--- src/rtl/systolic_output_deskew.sv ---
// South-edge deskew for the systolic array: per-column delay lines line up each
// result row, then a small FIFO presents aligned rows with valid/ready.
module systolic_output_deskew #(
  parameter int SYSTOLIC_ARRAY_WIDTH = 16,
  parameter int FIFO_DEPTH           = 4
) (
  input  logic                            clk,
  input  logic                            rst,
  input  logic signed [31:0]              sys_data_in [SYSTOLIC_ARRAY_WIDTH],
  input  logic [SYSTOLIC_ARRAY_WIDTH-1:0] sys_valid_in,
  input  logic [15:0]                     col_size_in,
  input  logic                            col_size_valid_in,
  input  logic                            sticky_clr,
  output logic signed [31:0]              row_data_out [SYSTOLIC_ARRAY_WIDTH],
  output logic                            row_valid_out,
  input  logic                            row_ready_in,
  output logic [15:0]                     row_count_out,
  output logic                            overflow_err,
  output logic                            misalign_err
);
  localparam int          N    = SYSTOLIC_ARRAY_WIDTH;
  localparam int          AW   = $clog2(FIFO_DEPTH);
  localparam logic [15:0] N_16 = 16'(N);

  logic [15:0]        col_size_reg;
  logic [N-1:0][31:0] align_data;
  logic [N-1:0]       align_valid;
  logic [N-1:0][31:0] row_next;
  logic [N-1:0]       col_mismatch;
  logic [N-1:0][31:0] fifo_mem [FIFO_DEPTH];
  logic [N-1:0][31:0] fifo_head;
  logic [AW:0]        wr_ptr_reg;
  logic [AW:0]        rd_ptr_reg;
  logic               fifo_empty;
  logic               fifo_full;
  logic               row_wr;
  logic               row_pop;
  logic               row_push;
  logic               overflow_evt;
  logic               misalign_evt;

  genvar gi;
  generate
    for (gi = 0; gi < N; gi++) begin : g_col
      // Column gi leaves the array gi cycles after column 0, so it waits N-1-gi cycles.
      localparam int DEPTH = N - 1 - gi;
      logic [31:0] col_align_data_reg;
      logic        col_align_valid_reg;

      if (DEPTH == 0) begin : g_direct
        always_ff @(posedge clk or negedge rst) begin
          if (!rst) begin
            col_align_data_reg  <= '0;
            col_align_valid_reg <= 1'b0;
          end else begin
            col_align_data_reg  <= sys_data_in[gi];
            col_align_valid_reg <= sys_valid_in[gi];
          end
        end
      end else begin : g_delay
        logic [31:0]      dly_data_reg [DEPTH];
        logic [DEPTH-1:0] dly_valid_reg;

        always_ff @(posedge clk or negedge rst) begin
          if (!rst) begin
            for (int k = 0; k < DEPTH; k++) dly_data_reg[k] <= '0;
            dly_valid_reg       <= '0;
            col_align_data_reg  <= '0;
            col_align_valid_reg <= 1'b0;
          end else begin
            dly_data_reg[0]  <= sys_data_in[gi];
            dly_valid_reg[0] <= sys_valid_in[gi];
            for (int k = 1; k < DEPTH; k++) begin
              dly_data_reg[k]  <= dly_data_reg[k-1];
              dly_valid_reg[k] <= dly_valid_reg[k-1];
            end
            col_align_data_reg  <= dly_data_reg[DEPTH-1];
            col_align_valid_reg <= dly_valid_reg[DEPTH-1];
          end
        end
      end

      assign align_data[gi]   = col_align_data_reg;
      assign align_valid[gi]  = col_align_valid_reg;
      // Inactive columns are zeroed and excluded from the alignment check.
      assign row_next[gi]     = (16'(gi) < col_size_reg) ? align_data[gi] : '0;
      assign col_mismatch[gi] = (16'(gi) < col_size_reg) && (align_valid[gi] != align_valid[0]);
      assign row_data_out[gi] = fifo_empty ? '0 : fifo_head[gi];
    end
  endgenerate

  assign row_wr       = align_valid[0] && (col_size_reg != 16'd0);
  assign misalign_evt = |col_mismatch;

  assign fifo_empty   = (wr_ptr_reg == rd_ptr_reg);
  assign fifo_full    = (wr_ptr_reg[AW] != rd_ptr_reg[AW]) &&
                        (wr_ptr_reg[AW-1:0] == rd_ptr_reg[AW-1:0]);
  assign fifo_head    = fifo_mem[rd_ptr_reg[AW-1:0]];
  assign row_pop      = !fifo_empty && row_ready_in;
  // A pop in the same cycle frees the slot, so a full FIFO only drops without one.
  assign overflow_evt = row_wr && fifo_full && !row_pop;
  assign row_push     = row_wr && !overflow_evt;
  assign row_valid_out = !fifo_empty;

  always_ff @(posedge clk) begin
    if (row_push) fifo_mem[wr_ptr_reg[AW-1:0]] <= row_next;
  end

  always_ff @(posedge clk or negedge rst) begin
    if (!rst) begin
      col_size_reg  <= '0;
      wr_ptr_reg    <= '0;
      rd_ptr_reg    <= '0;
      row_count_out <= '0;
      overflow_err  <= 1'b0;
      misalign_err  <= 1'b0;
    end else begin
      if (col_size_valid_in)
        col_size_reg <= (col_size_in > N_16) ? N_16 : col_size_in;
      if (row_push) wr_ptr_reg <= wr_ptr_reg + 1'b1;
      if (row_pop) begin
        rd_ptr_reg    <= rd_ptr_reg + 1'b1;
        row_count_out <= row_count_out + 16'd1;
      end
      overflow_err <= overflow_evt | (overflow_err & ~sticky_clr);
      misalign_err <= misalign_evt | (misalign_err & ~sticky_clr);
    end
  end

endmodule
--- config.mk ---
export PLATFORM = sky130hd
export DESIGN_NAME = systolic_output_deskew
export DESIGN_NICKNAME = d
export VERILOG_FILES = /design/src/rtl/systolic_output_deskew.sv
export SDC_FILE = /design/constraint.sdc
export NUM_CORES = 2
export LEC_CHECK = 0
export ABC_AREA = 1
export CAP_MARGIN = 10
export CORE_ASPECT_RATIO = 0.8
export CORE_MARGIN = 3
export CORE_UTILIZATION = 45
export DETAILED_ROUTE_END_ITERATION = 12
export GPL_TIMING_DRIVEN = 0
export MAX_ROUTING_LAYER = met4
export SLEW_MARGIN = 5
export SYNTH_ARGS = -nofsm -noshare
export SYNTH_HDL_FRONTEND = slang
export SYNTH_SLANG_ARGS = --single-unit
export TNS_END_PERCENT = 20
--- constraint.sdc ---
create_clock -name clk -period 27.4 [get_ports clk]
set_clock_uncertainty 0.15 [all_clocks]
set_input_delay 8.22 -clock clk [delete_from_list [all_inputs] [get_ports clk]]
set_output_delay 8.22 -clock clk [all_outputs]
set_load 0.03 [all_outputs]
# [Word-level counts from Yosys, hierarchy flattened]
# Memories as Yosys holds them, arrays and structs flattened.
# Cells that the tools add are included.
[totals] ram_bits=2048 input_bits=549 out_inout_bits=531 mem_count=1 regBits=4528 word_cells=278
[memory_table] name="fifo_mem" depth=4 word_bits=512 rd=1 rd_clocked_by_memory_dff=0 wr=1 line="30" rtl="logic [N-1:0][31:0] fifo_mem [FIFO_DEPTH];"
[op_classes] n_mux=35 add_sub_neg=3 eq_ne=18 bitwise=5 reduce_logical=26 order_cmp=17
[op_table] op="$mux 32" count=32
[op_table] op="$lt 4x16->1 const A" count=8
[op_table] op="$lt 3x16->1 const A" count=4
[op_table] op="$lt 1x16->1 const A" count=2
[op_table] op="$lt 2x16->1 const A" count=2
[op_table] op="$logic_and 1x1->1" count=21
[op_table] op="$add 16x1->16 const B" count=1
[op_table] op="$gt 16x5->1 const B" count=1
[op_table] op="$mux 16" count=1
[op_table] op="$ne 1x1->1" count=16
[op_table] op="$reduce_bool 16->1" count=1
[op_table] op="$reduce_or 15->1" count=1
[op_table] op="$add 3x1->3 const B" count=2
[op_table] op="$eq 3x3->1" count=1
[op_table] op="$logic_not 1->1" count=3
[op_table] op="$and 1x1->1" count=2
[op_table] op="$eq 2x2->1" count=1
[op_table] op="$mux 1" count=2
[op_table] op="$or 1x1->1" count=2
[op_table] op="$not 1->1" count=1

# [Longest topological paths before layout]
[depth] word_depth=9 depth_mapped=11 depth_no_buf=10

# [Least setup slack after synthesis]
# No wires, ideal clock.
[synth_path] kind="input-to-reg" from="input row_ready_in" to="memory fifo_mem[0][0] (netlist bit) (enable)" path_stages=4 n_path_buf=0 arrival_ps=29704 required_ps=25848 setup_ps=1402 path_slack_ps=-3856 path_cell_list="nor2_1 nand2_1 nand3_2 nor2_1"
[synth_between] elab_chain_len=7
[synth_rtl] item="from (decl)" line="16" rtl="input logic row_ready_in,"
[synth_rtl] item="$logic_and 1x1->1" line="99" rtl="assign row_pop = !fifo_empty && row_ready_in;"
[synth_rtl] item="$logic_not 1->1" line="101" rtl="assign overflow_evt = row_wr && fifo_full && !row_pop;"
[synth_rtl] item="$logic_and 1x1->1" line="101"
[synth_rtl] item="$logic_not 1->1" line="102" rtl="assign row_push = row_wr && !overflow_evt;"
[synth_rtl] item="$logic_and 1x1->1" line="102"
[synth_rtl] item="$mux 1" line="106" rtl="if (row_push) fifo_mem[wr_ptr_reg[AW-1:0]] <= row_next;"
[synth_rtl] item="$mux 1 (not written as such)" line="106"
[synth_rtl] item="to (decl)" line="30"
# Every way passes these cells.

==> impl_metrics.csv <==
group,metric,value,unit
finish,layout-drive-gt1-share,9.35,%
power_and_ir_drop,switching_share,34.0,%
sta,max_freq,75.3,MHz
global_route,grt_pass1_wl,645000,µm
clock_network,cts.sinks,6576,
clock_network,cts_made_buffers,606,
worst_setup_path,critPathKind,"register to output port",
power_and_ir_drop,leakage,0.102,µW
clock_network,clock_latency,1.07,ns
placement,dpl_cell_area,219000,µm²
synthesis,synth_top_area_share,57.1,%
synthesis,syn-num-nets,12500,
synthesis,synthArstFlopShare,68.9,%
placement,port_buffers,1078,
placement,hpwl,284000,µm
synthesis,yosysMostFrequentCell,"dfrtp_1",
global_route,overflow,0,
outcome,status,"finished clean",
global_route,grt_pass1_vias,97500,
synthesis,yosys.area.top_type,"dfrtp_1",
synthesis,ys.flop_type,"dfrtp_1",
worst_setup_path,worstPathCellList,"buf_6 -> clkinv_2 -> nand2_1 -> a21oi_2 -> nand2_2 -> buf_2 -> buf_2 -> nand2_1 -> inv_1 -> clkdlybuf4s50_1",
clock_network,root_buffer,"clkbuf_16",
finish,nNetsFinal,14300,
worst_setup_path,cp_slowest_cell,"clkdlybuf4s50_1",
synthesis,ys_warn_count,0,
sta,fin_crit,13.29,ns
clock_network,clock_path_buffers,4,
job,cap_viol_max_count,0,
worst_setup_path,slowest_delay,0.89,ns
clock_network,post_cts_resized,0,
floorplanning,core_area,438000,µm²
worst_setup_path,required,19.03,ns
sta,holdWs,0.154,ns
floorplanning,start_util,45.3,%
detailed_routing,first_iter_violations,8807,
floorplanning,io_pins,1080,
synthesis,ys_seq_area_share,88.1,%
clock_network,cts_tree,"yes",
floorplanning,design.die.area,449000,µm²
finish,multiInputGateArea,17300,µm²
hold_path,hold-path-cell-count,0,
synthesis,ys_ff_latch,6576,
worst_setup_path,reg2reg_depth,15,
worst_setup_path,critPathLaunchType,"register",
power_and_ir_drop,p_switching,9520,µW
power_and_ir_drop,power_density,117,nW/µm²
worst_setup_path,crit_family,"buffers and inverters",
worst_setup_path,reg2reg_to,"fifo_mem[1][88]$_DFFE_PP_",
synthesis,synth.avg_cell_area,16.6,µm²
hold_path,min_from,"g_col[1].g_delay.dly_data_reg[289]$_DFF_PN0_",
sta,slew_viol_final,0,
synthesis,netlist_top_cells_area,"dfrtp_1 (57%), edfxtp_1 (31%), nor2_1 (3.0%)",
worst_setup_path,r2r_slack,23.08,ns
synthesis,synth-edff-count,2048,
hold_path,min_to,"g_col[1].g_delay.dly_data_reg[257]$_DFF_PN0_",
placement,gp_congestion,0.831,
floorplanning,rows,217,
finish,final_area,240000,µm²
power_and_ir_drop,seq_power_share,40.6,%
synthesis,syn_area,198000,µm²
worst_setup_path,cp_max_fo,12,
sta,setup_viol,0,
global_route,grt_max_degree,185,
clock_network,cts_setup_buffers,0,
worst_setup_path,critical_path_depth,10,
detailed_routing,drt_wl_total,440000,µm
synthesis,synthTopCellsByCount,"dfrtp_1 (4528), edfxtp_1 (2048), nor2_1 (1599), inv_1 (1081), o21ai_0 (1033)",
sta,finalHoldViolations,0,
detailed_routing,drtAntennaViolNets,0,
global_route,grt_usage,20.0,%
floorplanning,dieWidth,748,µm
synthesis,synthCells,12000,
finish,nFillCells,34000,
power_and_ir_drop,p_int,18500,µW
power_and_ir_drop,clock_power_share,30.3,%
synthesis,ys_types,30,
sta,grt_setup_unrepaired,"false",
clock_network,clk_pin_slew,0.06,ns
sta,fin_crit_sh,48.5,%
detailed_routing,drt-vias-per-instance,4.79,
worst_setup_path,crit_buf_inv,6,
floorplanning,dieHeight,600,µm
worst_setup_path,cp-end-kind,"output port",
detailed_routing,drc,0,
global_route,antenna_found_initial,48,
sta,max_slew.worst_pin.slew,1.11,ns
worst_setup_path,cp.arrival,4.92,ns
clock_network,hold_buffers,0,
worst_setup_path,reg2reg_from,"rd_ptr_reg[1]$_DFFE_PN0P_",
detailed_routing,num_vias,96400,
worst_setup_path,cp-startpoint,"rd_ptr_reg[1]$_DFFE_PN0P_",
clock_network,cts.htree.levels,6,
detailed_routing,first_pass_iters,6,
power_and_ir_drop,pwr-share-comb,29.0,%
sta,slew_headroom,25.7,%
finish,seqCellArea,175000,µm²
detailed_routing,wl_per_cell,21.9,µm
finish,fin_util,54.8,%
hold_path,hold_class,"register to register",
finish,area_growth_syn_to_layout,21.0,%
finish,largest_register_ffs,3840,
power_and_ir_drop,peakVddDrop,0.107,mV
## kinds of logic after synthesis
logic type	Yosys count	share of synthesized area [%]
DFF	6576	88.1
and+or+nand+nor	2246	4.28
AOI/OAI and AO/OA	1558	4.26
buffers and inverters	1537	3.15
xor gates and xnor gates	30	0.132
adders and majority gates	6	0.0378
## cell type report
type / count / share of cell area (%)
sequential: 6576 / 72.8
buffer: 453 / 0.910
clock buffer: 885 / 7.53
antenna: 27 / 0.0282
multi-input combinational: 3840 / 7.21
timing repair buffer: 1206 / 5.73
tap: 5803 / 3.03
clock inverter: 229 / 1.03
inverter: 1084 / 1.70
## layer usage
layer  global-route usage, %  vias to the layer above  routed length [µm]
met2                    30.5                     3052              207000
li1                        -                    43000                   -
met3                    3.01                      839               25300
met5                       -                        -                   0
met1                    27.2                    49500              185000
met4                    8.63                        0               22000
## per-stage QoR
step	total power [µW]	setup slack, ns	std cells	TNS, ns
after CTS	28400	13.75	20100	0
after floorplan	16100	-3.86	12000	-7896.91
after global placement	21000	-183.80	18800	-
after global routing	29200	13.81	20100	0
final	28000	14.11	20100	0
after detailed placement	19800	14.83	19000	0
## power by group through the flow
stage / Clock [µW] / Sequential [µW] / Combinational (µW)
3_5_place_dp: 0 / 11600 / 8230
4_1_cts: 8710 / 11400 / 8270
5_1_grt: 9130 / 11400 / 8640
2_1_floorplan: 0 / 12100 / 4020
6_report: 8490 / 11400 / 8130
3_3_place_gp: 0 / 13000 / 7980
## placed cells by master, fill, tap and decap left out, types with 78 or more instances in the layout
cell and count:
nand2_1 615, clkdlybuf4s50_1 1077, buf_2 193, o21ai_0 1033, clkbuf_16 639, edfxtp_1 2048, clkinv_2 107, dfrtp_1 4528
buf_12 78, clkbuf_1 340, nor2_1 1595, o22ai_1 515, inv_1 1081, clkbuf_8 115
## worst reg2reg max path, cell delays in order, from the launching register on
cell      delay (ns)
dfrtp_1         0.36
buf_6           0.24
clkinv_2        0.41
nand2_1         0.24
a21oi_2         0.08
nand2_1         0.15
nand3_2         0.30
nor2_4          0.28
buf_12          0.23
buf_12          0.23
buf_12          0.25
buf_16          0.23
buf_16          0.19
buf_12          0.21
buf_12          0.24
buf_12          0.22
## how the worst max path moves through the flow
stage | endpoint | slack [ns]
6_report | row_data_out[436] | 14.11
5_1_grt | row_data_out[439] | 13.81
4_1_cts | row_data_out[436] | 13.75
3_5_place_dp | g_col[0].g_delay.dly_data_reg[468]$_DFF_PN0_ | 14.83
3_3_place_gp | g_col[0].g_delay.dly_data_reg[403]$_DFF_PN0_ | -183.80
2_1_floorplan | fifo_mem[0][0]$_DFFE_PP_ | -3.86
(Power assumes the default switching activity.)
